File: src/rtl/bcd_to_bin_seq.sv
// Sequential BCD-to-binary converter (reverse double dabble).
// A packed BCD operand is shifted right one bit per cycle into a binary field;
// after each shift every BCD digit >= 8 has 3 subtracted. After BIN_W steps the
// binary field holds the exact value and the BCD field has drained to zero.
module bcd_to_bin_seq #(
    parameter int unsigned DIGITS = 2,
    parameter int unsigned BIN_W  = 7
) (
    input  logic                  clk,
    input  logic                  reset_n,
    input  logic                  start,
    input  logic [4*DIGITS-1:0]   bcd_in,
    output logic                  busy,
    output logic                  done,
    output logic [BIN_W-1:0]      bin_out,
    output logic                  err
);

    localparam int unsigned BCD_W = 4 * DIGITS;
    localparam int unsigned REG_W = BCD_W + BIN_W;
    localparam int unsigned CNT_W = $clog2(BIN_W + 1);
    localparam logic [CNT_W-1:0] LastStep = CNT_W'(BIN_W - 1);

    typedef enum logic [1:0] {
        StIdle,
        StConv,
        StFin
    } state_e;

    state_e             state_q, state_d;
    logic [REG_W-1:0]   work_q, work_d;
    logic [CNT_W-1:0]   cnt_q, cnt_d;
    logic [BIN_W-1:0]   bin_q, bin_d;
    logic               err_q, err_d;

    logic               bcd_invalid;
    logic               last_step;
    logic [REG_W-1:0]   shifted;
    logic [REG_W-1:0]   stepped;

    // Flag any operand nibble outside 0..9.
    always_comb begin
        bcd_invalid = 1'b0;
        for (int i = 0; i < int'(DIGITS); i++) begin
            if (bcd_in[4*i +: 4] > 4'd9) begin
                bcd_invalid = 1'b1;
            end
        end
    end

    // One conversion step: shift right, then correct each digit that reached 8 or more.
    always_comb begin
        shifted = work_q >> 1;
        stepped = shifted;
        for (int i = 0; i < int'(DIGITS); i++) begin
            if (shifted[BIN_W + 4*i +: 4] >= 4'd8) begin
                stepped[BIN_W + 4*i +: 4] = shifted[BIN_W + 4*i +: 4] - 4'd3;
            end
        end
    end

    assign last_step = (cnt_q == LastStep);

    // FSM state register.
    always_ff @(posedge clk) begin
        if (!reset_n) begin
            state_q <= StIdle;
        end else begin
            state_q <= state_d;
        end
    end

    // FSM next-state logic; invalid operands skip straight to FIN.
    always_comb begin
        state_d = state_q;
        case (state_q)
            StIdle: begin
                if (start) begin
                    state_d = bcd_invalid ? StFin : StConv;
                end
            end
            StConv: begin
                if (last_step) begin
                    state_d = StFin;
                end
            end
            StFin:   state_d = StIdle;
            default: state_d = StIdle;
        endcase
    end

    // FSM outputs.
    always_comb begin
        busy = 1'b0;
        done = 1'b0;
        case (state_q)
            StConv: busy = 1'b1;
            StFin: begin
                busy = 1'b1;
                done = 1'b1;
            end
            default: ;
        endcase
    end

    // Datapath next-state: load on accepted start, step while converting.
    always_comb begin
        work_d = work_q;
        cnt_d  = cnt_q;
        bin_d  = bin_q;
        err_d  = err_q;
        case (state_q)
            StIdle: begin
                if (start) begin
                    err_d = bcd_invalid;
                    if (bcd_invalid) begin
                        bin_d = '0;
                    end else begin
                        work_d = {bcd_in, {BIN_W{1'b0}}};
                        cnt_d  = '0;
                    end
                end
            end
            StConv: begin
                work_d = stepped;
                cnt_d  = cnt_q + CNT_W'(1);
                if (last_step) begin
                    bin_d = stepped[BIN_W-1:0];
                end
            end
            default: ;
        endcase
    end

    // Datapath registers; reset discards any partial conversion.
    always_ff @(posedge clk) begin
        if (!reset_n) begin
            work_q <= '0;
            cnt_q  <= '0;
            bin_q  <= '0;
            err_q  <= 1'b0;
        end else begin
            work_q <= work_d;
            cnt_q  <= cnt_d;
            bin_q  <= bin_d;
            err_q  <= err_d;
        end
    end

    assign bin_out = bin_q;
    assign err     = err_q;

`ifndef SYNTHESIS
    // The BCD field must have drained to zero once the final step lands.
    always_ff @(posedge clk) begin
        if (reset_n && (state_q == StConv) && last_step) begin
            assert (stepped[REG_W-1:BIN_W] == '0)
                else $error("bcd_to_bin_seq: bcd field not drained after last step");
        end
    end
`endif

endmodule
File: config.mk
export PLATFORM = sky130hd
export DESIGN_NAME = bcd_to_bin_seq
export DESIGN_NICKNAME = d
export VERILOG_FILES = /design/src/rtl/bcd_to_bin_seq.sv
export SDC_FILE = /design/constraint.sdc
export NUM_CORES = 1
export LEC_CHECK = 0
export ABC_AREA = 1
export CAP_MARGIN = 10
export CORE_AREA = 2 2 44 86
export DETAILED_ROUTE_END_ITERATION = 6
export DIE_AREA = 0 0 46 88
export PLACE_DENSITY = 0.66
export REMOVE_ABC_BUFFERS = 1
export SYNTH_ARGS = -nofsm -noshare
export SYNTH_HDL_FRONTEND = slang
export SYNTH_SLANG_ARGS = --single-unit
File: constraint.sdc
create_clock -name clk -period 1.7 [get_ports clk]
set_input_delay 0.51 -clock clk [delete_from_list [all_inputs] [get_ports clk]]
set_output_delay 0.51 -clock clk [all_outputs]
set_load 0.05 [all_outputs]
==> out/summary.md <==
Critical path capture point type: a primary output. The CTS H-tree depth was 1. Summed over its instances, the top area cell type makes up 38.5% of the synthesized netlist area.

The floorplan has 30 rows. Leaving out fill and tap cells, the most frequent cell in the layout is nand2_1. Top achievable clock speed: 597 MHz. The area growth from synthesis to layout is 31.6%. Summed over all layers, the global routing overflow is 0. The finished layout holds 265 standard cells, fillers aside.

For the die footprint, the log shows 0.00405 mm^2. The pre-antenna-repair detailed-routing pass consisted of 4 iterations. At the worst endpoint, the arrival time is 1170 ps. The multi-input combinational cells in the finished layout cover a total of 734 um^2. The worst slew slack as a fraction of its limit is 82.8%.

The final instance area is 0.00185 mm^2, and the post-synthesis mux area share is 0%. The simple-gate area share of the yosys netlist was 30.5%; the worst-margin pin slew was 257 ps. Total negative slack: 0 ps. The worst endpoint required time is 1190 ps.

The maximum net fanout on the critical path is 3. Of the total power, registers draw 29.7%. The run gives 16.6% as the overall track demand over capacity in global routing.

The logs give 344 for the layout filler cell count and 41.6% for the starting density of the core. The switching power summed over all nets was 0.00162 W; the sequential area share after synthesis was 38.5%. Clock skew on the completed layout was measured at 3.91 ps.

The clock-pin slew on the worst setup and hold paths is 90 ps. The final antenna-violating net count is 0, and the routed wirelength normalized by instance count is 10.8 um. The logs give 472 ps for the worst hold margin and 0 for the final antenna diode count.

At the end of the flow, the number of nets in the layout was 252. The tools report the post-cts sizing count as 2. Worst hold-check path type: reg2reg.

The stage delay of the slowest cell on the critical path was 350 ps. The slowest stage of the critical path belongs to the cell dfxtp_2. The routed via count divided by cell count was 4.85.

Sorting the synthesized cells by area gives the leading types as dfxtp_1 (39%), nand2_1 (13%), nor2_1 (11%). The detailed router finished its first iteration with 22 violations. For the yosys synthesis warning count, the log shows 0. The library cell with the largest summed area after synthesis is dfxtp_1. The number of unique standard cell types used by synthesis was 21. The number of antenna violations at the first check in global routing is 0, and the total half-perimeter wirelength after legalization and detailed placement is 2.19 mm.

In this run the tool buffered the top-level ports with 20 buffer cells. Entering global routing, the biggest net connects 26 pins. Synthesis produced 206 cells.

In this run the clock root is driven by a clkbuf_8. The maximum vdd ir drop was 0.867 mV; the horizontal die dimension was 46 um. Pin placement for this block handled 21 I/O pins. Wires add up to 2.86 mm. The logs give 0.00338 mm^2 for the core box area and 27 for the count of clock tree sinks. Die height: 88 um.

After clock tree synthesis, the setup repair step added 0 buffers. Across the run, the number of max-cap violations was 0. In this run the static leakage power is 0.880 nW. The count of endpoints failing hold in the final timing report was 0; the minimum period implied by the final worst setup slack was 1680 ps. Detailed routing placed a total of 36 um of wire on met3. The count of unresolved DRC violations after routing was 0. For the combinational share of power, the log shows 59.9%. The max-slew violation total from the final report was 0.

Timing analysis after detailed placement gives a worst setup slack of -196 ps. The largest buffer count on any clock path was 2. STA classifies the critical path startpoint as a register. The critical path is of the reg2out type. Summing the areas of all compound-gate instances in the mapped netlist gives 14.1% of the synthesized area. At the end of routability-driven placement, the weighted congestion stood at 0.758. The switching fraction of total power was 45.8%.

The internal portion of the total power is 0.00191 W. Together, buffers and inverters on the worst path number 2. Walking the worst path, the cells encountered are inv_1 > ha_1 > buf_12.

The arithmetic-cell share of the synthesized area counting full adders, half adders and majority gates was 6.24%. Including well taps, the total number of placed cells is 261. The post-route netlist has 14.6% of its cells at a drive strength greater than 1. Per report_power, the clock group accounts for 10.4% of the total. Detailed routing inserted a total of 1,285 vias.

The synthesized netlist occupies a cell area of 0.00140 mm^2. Across all setup checks in the final design, the least slack found is 24.1 ps. For this block, wires on met1 add up to 1.19 mm.

The via count of the first global-routing pass was 1,172; the final setup violation count was 0. The flow ran to the end, and the final reports show no timing, DRC or antenna violations. The post-route clock period utilization works out to 98.6%. Highest routing layer actually used: met4.

After synthesis, the largest family of logic cells by area is simple AND/OR/NAND/NOR gates. The mean area per synthesized cell was 6.81 um^2. After detailed routing, the met2 layer carries 1.60 mm of wire. In this run the power density over the cells is 1910 mW/mm^2. TritonCTS built the clock tree. Setup repair after global routing could not meet its margin everywhere.

The top cell types in the final layout, fill and taps aside, are nand2_1 (50), nor2_1 (40), inv_1 (26), dfxtp_1 (25), o21ai_0 (20). Placed cell area: 0.00178 mm^2. After Yosys synthesis, XOR and XNOR cells account for 0.624% of the synthesized area.

Buffers inserted to repair hold after CTS numbered 0. The number of clock buffers added by TritonCTS is 3. The first global-routing pass estimated 5.06 mm of wire.

The source-to-sink clock delay at the later pin of the worst-skew pair is 270 ps, and the number of storage elements in the synthesis netlist is 27. In this design, the largest share of critical-path delay is due to flip-flops. The register cell area after layout came out at 543 um^2.
-- cell families after synthesis --
| logic type | after synthesis |
|---|---|
| AND/OR/NAND/NOR | 102 |
| AO/OA/AOI/OAI | 36 |
| buffers and inverters | 33 |
| flip-flops | 27 |
| adder cells (fa/ha/maj) | 7 |
| XOR/XNOR | 1 |
-- worst paths after layout --
path,start,endpoint,slack [ps],cells past startpoint
setup / recovery,state_q[0]$_SDFFE_PN0P_,busy,20,3
hold / removal,work_q[14]$_SDFFE_PN0P_,work_q[14]$_SDFFE_PN0P_,470,2
setup reg to reg,state_q[1]$_SDFFE_PN0P_,work_q[10]$_SDFFE_PN0P_,180,7
hold reg to reg,work_q[14]$_SDFFE_PN0P_,work_q[14]$_SDFFE_PN0P_,470,2
-- cell usage after synthesis (all sizes together) --
| cell | n |
|---|---|
| nand2 | 54 |
| clkbuf | 2 |
| nand3 | 4 |
| dfxtp | 27 |
| o211ai | 1 |
| inv | 27 |
| a21oi | 12 |
| nor2 | 40 |
| xnor2 | 1 |
| buf | 4 |
| o21ai | 23 |
| nand4 | 4 |
| ha | 7 |
-- power groups by stage --
stage | sequential (W) | clock [W] | combinational [W]
final | 0.00105 | 0.000367 | 0.00211
after CTS | 0.00105 | 0.000384 | 0.00212
after global placement | 0.00105 | 0 | 0.00210
after floorplan | 0.00126 | 0 | 0.00103
after detailed placement | 0.00106 | 0 | 0.00211
after global routing | 0.00107 | 0.000403 | 0.00234
-- worst reg2reg max path, stage by stage, from the launching register on --
cell and delay [ps]:
dfxtp_2 340, inv_1 70, ha_1 290, nand2_1 190, nand2_4 160, nand2_4 140
o21ai_0 170, nor2_1 50
-- per-layer routing --
layer	vias to the layer above	GRT usage (%)
met5	-	0
met4	0	4.68
met3	4	1.86
met2	12	28.9
met1	577	20.6
li1	692	-
-- area by class of cell --
cell class / count / share of cell area, %
tap: 32 / 2.17
inverter: 27 / 5.48
clock buffer: 3 / 2.23
clock inverter: 1 / 0.406
sequential: 27 / 29.4
timing repair buffer: 29 / 20.6
multi-input combinational: 146 / 39.7
-- through the flow --
stage	util (%)	power, W
final	54.7	0.00353
after global routing	54.7	0.00382
after CTS	54.3	0.00355
after detailed placement	52.8	0.00317
after global placement	52.8	0.00315
after floorplan	-	0.00229
-- state kept, by name, summed over array words and instances (netlist names) --
name,count
err,1
work_q,14
cnt_q,3
state_q,2
bin_out,7
Power figures use the tool's default switching activity.
